`src/rtl/bcd_scan_sequencer.sv`:
```
// Shares one external combinational BCD converter across the seconds,
// minutes and hours counters, commits the six resulting digits atomically
// to display registers, and scans them onto a multiplexed 7-segment bus.
module bcd_scan_sequencer #(
  parameter int SCAN_DIV    = 1000,
  parameter int BLANK_HTENS = 1
) (
  input  logic       clk,
  input  logic       rst_n,
  input  logic       tick,
  input  logic [5:0] sec,
  input  logic [5:0] min,
  input  logic [5:0] hr,
  output logic [5:0] conv_bin,
  input  logic [3:0] conv_ones,
  input  logic [3:0] conv_tens,
  output logic       busy,
  output logic       upd_done,
  output logic [5:0] digit_sel,
  output logic [3:0] digit_val,
  output logic       blank
);

  localparam logic [1:0] IDLE   = 2'd0;
  localparam logic [1:0] CONV_S = 2'd1;
  localparam logic [1:0] CONV_M = 2'd2;
  localparam logic [1:0] CONV_H = 2'd3;

  localparam int            PW         = (SCAN_DIV > 1) ? $clog2(SCAN_DIV) : 1;
  localparam logic [PW-1:0] PRESC_LAST = PW'(SCAN_DIV - 1);

  logic [1:0]    r_state;
  logic          r_pending;
  logic [5:0]    r_snapSec;
  logic [5:0]    r_snapMin;
  logic [5:0]    r_snapHr;
  logic [7:0]    r_shadowSec;
  logic [7:0]    r_shadowMin;
  logic [23:0]   r_disp;
  logic          r_updDone;
  logic [PW-1:0] r_presc;
  logic [2:0]    r_idx;
  logic [5:0]    r_digitSel;
  logic [3:0]    r_digitVal;
  logic          r_blank;

  logic [7:0]    w_convDigits;
  logic          w_commit;
  logic          w_snapNow;
  logic [23:0]   w_dispNext;
  logic          w_scanWrap;
  logic [2:0]    w_idxNext;
  logic [3:0]    w_valNext;
  logic          w_blankNext;

  assign w_convDigits = {conv_tens, conv_ones};
  assign w_commit     = (r_state == CONV_H);
  assign w_snapNow    = ((r_state == IDLE) && tick) ||
                        ((r_state == CONV_H) && (r_pending || tick));
  // Display layout, low nibble first: sec ones/tens, min ones/tens, hr ones/tens
  assign w_dispNext   = w_commit ? {w_convDigits, r_shadowMin, r_shadowSec} : r_disp;
  assign w_scanWrap   = (r_presc == PRESC_LAST);

  assign busy      = (r_state != IDLE);
  assign upd_done  = r_updDone;
  assign digit_sel = r_digitSel;
  assign digit_val = r_digitVal;
  assign blank     = r_blank;

  // Operand for the shared converter follows the current conversion state
  always_comb begin
    conv_bin = 6'd0;
    case (r_state)
      CONV_S:  conv_bin = r_snapSec;
      CONV_M:  conv_bin = r_snapMin;
      CONV_H:  conv_bin = r_snapHr;
      default: conv_bin = 6'd0;
    endcase
  end

  // Conversion sequencer: snapshot, collect digits, chain a pending request
  always_ff @(posedge clk or negedge rst_n) begin
    if (!rst_n) begin
      r_state     <= IDLE;
      r_pending   <= 1'b0;
      r_snapSec   <= 6'd0;
      r_snapMin   <= 6'd0;
      r_snapHr    <= 6'd0;
      r_shadowSec <= 8'd0;
      r_shadowMin <= 8'd0;
      r_updDone   <= 1'b0;
    end else begin
      r_updDone <= w_commit;
      if (w_snapNow) begin
        r_snapSec <= sec;
        r_snapMin <= min;
        r_snapHr  <= hr;
      end
      case (r_state)
        IDLE: begin
          if (tick) r_state <= CONV_S;
        end
        CONV_S: begin
          r_shadowSec <= w_convDigits;
          r_state     <= CONV_M;
          if (tick) r_pending <= 1'b1;
        end
        CONV_M: begin
          r_shadowMin <= w_convDigits;
          r_state     <= CONV_H;
          if (tick) r_pending <= 1'b1;
        end
        default: begin
          r_pending <= 1'b0;
          r_state   <= (r_pending || tick) ? CONV_S : IDLE;
        end
      endcase
    end
  end

  // All six display digits change together at the hours capture edge
  always_ff @(posedge clk or negedge rst_n) begin
    if (!rst_n) r_disp <= 24'd0;
    else if (w_commit) r_disp <= w_dispNext;
  end

  // Index the scan will show after this edge
  always_comb begin
    w_idxNext = r_idx;
    if (w_scanWrap) w_idxNext = (r_idx == 3'd5) ? 3'd0 : r_idx + 3'd1;
  end

  // Digit value and blanking are looked up from the display contents after this edge
  always_comb begin
    w_valNext = 4'd0;
    case (w_idxNext)
      3'd0:    w_valNext = w_dispNext[3:0];
      3'd1:    w_valNext = w_dispNext[7:4];
      3'd2:    w_valNext = w_dispNext[11:8];
      3'd3:    w_valNext = w_dispNext[15:12];
      3'd4:    w_valNext = w_dispNext[19:16];
      3'd5:    w_valNext = w_dispNext[23:20];
      default: w_valNext = 4'd0;
    endcase
    w_blankNext = (BLANK_HTENS == 1) && (w_idxNext == 3'd5) && (w_dispNext[23:20] == 4'd0);
  end

  // Free-running digit scan, independent of the conversion sequencer
  always_ff @(posedge clk or negedge rst_n) begin
    if (!rst_n) begin
      r_presc    <= '0;
      r_idx      <= 3'd0;
      r_digitSel <= 6'b000001;
      r_digitVal <= 4'd0;
      r_blank    <= 1'b0;
    end else begin
      r_presc    <= w_scanWrap ? '0 : r_presc + 1'b1;
      r_idx      <= w_idxNext;
      r_digitSel <= 6'b000001 << w_idxNext;
      r_digitVal <= w_valNext;
      r_blank    <= w_blankNext;
    end
  end

endmodule

```
`config.mk`:
```
export PLATFORM = sky130hd
export DESIGN_NAME = bcd_scan_sequencer
export DESIGN_NICKNAME = d
export VERILOG_FILES = /design/src/rtl/bcd_scan_sequencer.sv
export SDC_FILE = /design/constraint.sdc
export NUM_CORES = 1
export LEC_CHECK = 0
export ABC_AREA = 0
export ABC_CLOCK_PERIOD_IN_PS = 1700
export CORE_UTILIZATION = 40
export DETAILED_ROUTE_END_ITERATION = 12
export GPL_ROUTABILITY_DRIVEN = 0
export HOLD_SLACK_MARGIN = 0.06
export SYNTH_ARGS = -nofsm -noshare
export SYNTH_HDL_FRONTEND = slang
export SYNTH_SLANG_ARGS = --single-unit
```
`constraint.sdc`:
```
create_clock -name clk -period 1.7 [get_ports clk]
set_input_delay 0.255 -clock clk [delete_from_list [all_inputs] [get_ports clk]]
set_output_delay 0.255 -clock clk [all_outputs]
set_load 0.02 [all_outputs]
```
==> out/metrics.csv <==
stage,metric,value,unit
worst_setup_path,Worst R2R Start,r_state[1]$_DFFE_PN0P_,
finish,multi-input logic area,1688,um^2
job,Max-Cap Viols,0,
die,Die Ht,100.9,um
synthesis,register area share after synthesis,55.00,%
finish,Fillers,840,
worst_setup_path,CP arrival,2180,ps
synthesis,Synth cell types,54,
worst_setup_path,Crit. Startpoint,r_state[1]$_DFFE_PN0P_,
timing,Fin. Hold Viols,0,
global_route,number of global-route vias before repair,2775,
routing,Routed Antenna Nets,0,
routing,1st-pass router iterations,6,
timing,setup violators final,29,
timing,RSZ-0062 raised after global routing,true,
clocking,worst-skew pair later-pin latency,360,ps
synthesis,Cells after Synth,304,
pwr,leak pwr,2.264,nW
worst_setup_path,Worst Setup End Kind,flop,
synthesis,"area leader, netlist",dfrtp_1,
synthesis,Syn Nets,338,
clocking,clk buf depth,2,
synthesis,Synth top area share,54.33,%
timing,PnR worst setup slack,-256.5,ps
worst_setup_path,worst setup path class,flop to flop,
hold_path,worst hold path type,primary input to async pin,
global_route,first-pass GRT wire length,14010,um
clocking,CTS Buf Count,9,
finish,area grow syn2layout,33.05,%
finish,Nets,430,
timing,fin crit share,115.1,%
finish,final instance area,5209,um^2
timing,Pins Over Slew Limit,0,
synthesis,Syn Area/Cell,12.88,um^2
pwr,total power,9.237,mW
synthesis,Syn. warnings,0,
pwr,worst vdd ir,1.014,mV
finish,final std cells w/o fill,530,
global_route,initial antenna violation count,0,
placement,post-DP HPWL,6017,um
routing,DR iter-0 viols,151,
die,Boundary Pins,48,
global_route,GRT Util Overall,18.16,%
timing,Slew @ Worst Pin,499.0,ps
placement,port bufs,47,
outcome,outcome,"complete, but fails checks",
finish,share of post-route cells with drive strength above 1,37.66,%
worst_setup_path,"critical path fanouts, max",18,
synthesis,ys async rst share,100.0,%
die,Starting Density,41.78,%
synthesis,Post-Syn Area,3915,um^2
clocking,clk root buf,clkbuf_8,
die,Die Wd,100.9,um
placement,Area after DPL,4868,um^2
synthesis,Area contributors post-synth,"dfrtp_1 (54%), mux2_2 (11%), mux2i_1 (3.6%)",
die,row cnt,35,
synthesis,Post-synth EDFFs,0,
die,CORE AREA,9371,um^2
routing,Post-Route WL,8406,um
timing,Tmin final,1957,ps
clocking,Clock Pin Slew Worst Setup and Hold Paths,90,ps
clocking,H-tree depth,3,
timing,Slew headroom,66.49,%
global_route,largest net degree at the start of global routing,53,
worst_setup_path,critical path required time,1920,ps
timing,f_max,511.1,MHz
synthesis,ys flop type,dfrtp_1,
finish,final antenna diode count,0,
routing,via count,2742,
die,die area,10190,um^2
outcome,failing checks,negative setup slack,
worst_setup_path,startpoint types,flop,
synthesis,register bit total from synthesis,86,
clocking,clk sinks,86,
worst_setup_path,FF-to-FF path depth,7,
clocking,CTS tree,yes,
pwr,pwr dens,1773,nW/um^2
routing,drt via density,5.174,
finish,register area,2156,um^2
routing,Post-route DRC,0,
timing,skew final,13.24,ps
routing,drt wl/cell,15.86,um
placement,Placed Cells,511,
global_route,grt ovf,0,
-- critical path, cell delays in order (launching register included) --
cell     delay [ps]
dfrtp_2         430
ha_4            240
buf_12          190
buf_4           140
mux2_4          300
a32oi_1         180
nor4b_2         250
a21oi_1          80
-- placed cells by master (no fill, tap or decap), drive strengths merged, types with 2 or more instances in the layout --
| cell | count |
|---|---|
| nand3b | 4 |
| clkbuf | 12 |
| nor3 | 3 |
| xor2 | 2 |
| o221ai | 2 |
| nor2 | 19 |
| clkdlybuf4s50 | 38 |
| clkinvlp | 2 |
| or3b | 2 |
| inv | 21 |
| a32oi | 4 |
| nor2b | 2 |
| o21ai | 4 |
| mux2i | 17 |
| a31oi | 2 |
| nor4b | 3 |
| o22ai | 14 |
| mux4 | 4 |
| ha | 5 |
| buf | 59 |
| nand4 | 2 |
| a21oi | 6 |
| dfrtp | 85 |
| mux2 | 43 |
| nand3 | 5 |
| nand2 | 5 |
| a222oi | 6 |
| a211oi | 3 |
| and3 | 4 |
| xnor2 | 5 |
-- cell usage after synthesis, types with 3 or more instances --
cell / instances
nand3b_1: 4
ha_1: 5
mux2_2: 38
o22ai_1: 14
buf_6: 3
a21oi_1: 6
a211oi_1: 3
a32oi_1: 4
clkbuf_1: 8
buf_2: 3
and3_1: 4
xnor2_1: 5
a222oi_1: 6
inv_1: 20
mux2i_2: 3
dfrtp_1: 85
nor3_1: 3
nor2_1: 18
nor4b_1: 3
o21ai_0: 4
mux2i_1: 14
mux2_4: 3
nand3_1: 5
nand2_1: 5
-- layer usage --
layer	global-route usage, %	vias up	wire length (um)
li1	-	1295	-
met1	24.33	1365	3862
met2	27.92	63	3992
met3	3.953	19	324
met4	9.030	0	227
met5	0	-	0
-- metrics by stage --
| stage | hold WS [ps] | worst slack (ps) | utilization [%] | TNS, ps |
|---|---|---|---|---|
| 2_1_floorplan | -40.59 | -14.61 | - | -17.02 |
| 3_3_place_gp | 89.67 | -269.1 | 51.95 | -3247 |
| 3_5_place_dp | 91.12 | -351.4 | 51.95 | -3839 |
| 4_1_cts | 244.2 | -225.2 | 55.31 | -5161 |
| 5_1_grt | 260.6 | -319.9 | 55.58 | -7950 |
| 6_report | 258.0 | -256.5 | 55.58 | -5510 |
-- layout make-up --
cell class | count | area share, %
inverters | 20 | 1.441
clock inverters | 4 | 0.5525
multi-input cells | 180 | 32.40
clock buffers | 12 | 3.171
repair buffers | 99 | 17.94
flip-flops and latches | 86 | 41.39
well taps | 129 | 3.099
-- kinds of logic after synthesis --
group	share of synthesized area, %
buffers and inverters	4.921
flip-flops	55.00
XOR/XNOR	1.566
AO/OA/AOI/OAI	9.140
adder cells (fa/ha/maj)	1.598
multiplexers	19.78
AND/OR/NAND/NOR	7.990
-- repair_timing --
item / 4_1_cts / 5_1_grt
resized for setup: 59 / 11
endpoints found under the hold margin: 86 / 0
hold buffers: 1 / 0
pin swaps: 6 / 3
endpoints found under the setup margin: 32 / 32
setup buffers: 2 / 0
-- state kept, by name, summed over array words and instances (netlist names) --
register,count
r_disp,24
r_snapMin,6
r_snapSec,6
r_state,2
r_pending,1
digit_sel,6
r_snapHr,6
r_idx,3
r_shadowSec,8
blank,1
r_shadowMin,8
upd_done,1
r_presc,10
digit_val,4
-- final timing paths --
kind,endpoint,slack (ps)
min in group clk,r_presc[0]$_DFF_PN0_,480
min,blank$_DFF_PN0_,260
max reg2reg,digit_val[0]$_DFF_PN0_,-260
max,digit_val[0]$_DFF_PN0_,-260
min reg2reg,r_presc[0]$_DFF_PN0_,480
max in group asynchronous,r_state[0]$_DFFE_PN0P_,850
-- power by group --
part           switching, mW  internal [mW]  total, mW  leakage [nW]
Combinational           1.94           2.59       4.52          1.13
Sequential             0.464           2.88       3.35          1.04
Clock                  0.713          0.653       1.37        0.0950
Total                   3.11           6.12       9.24          2.26
(Power assumes the default switching activity.)
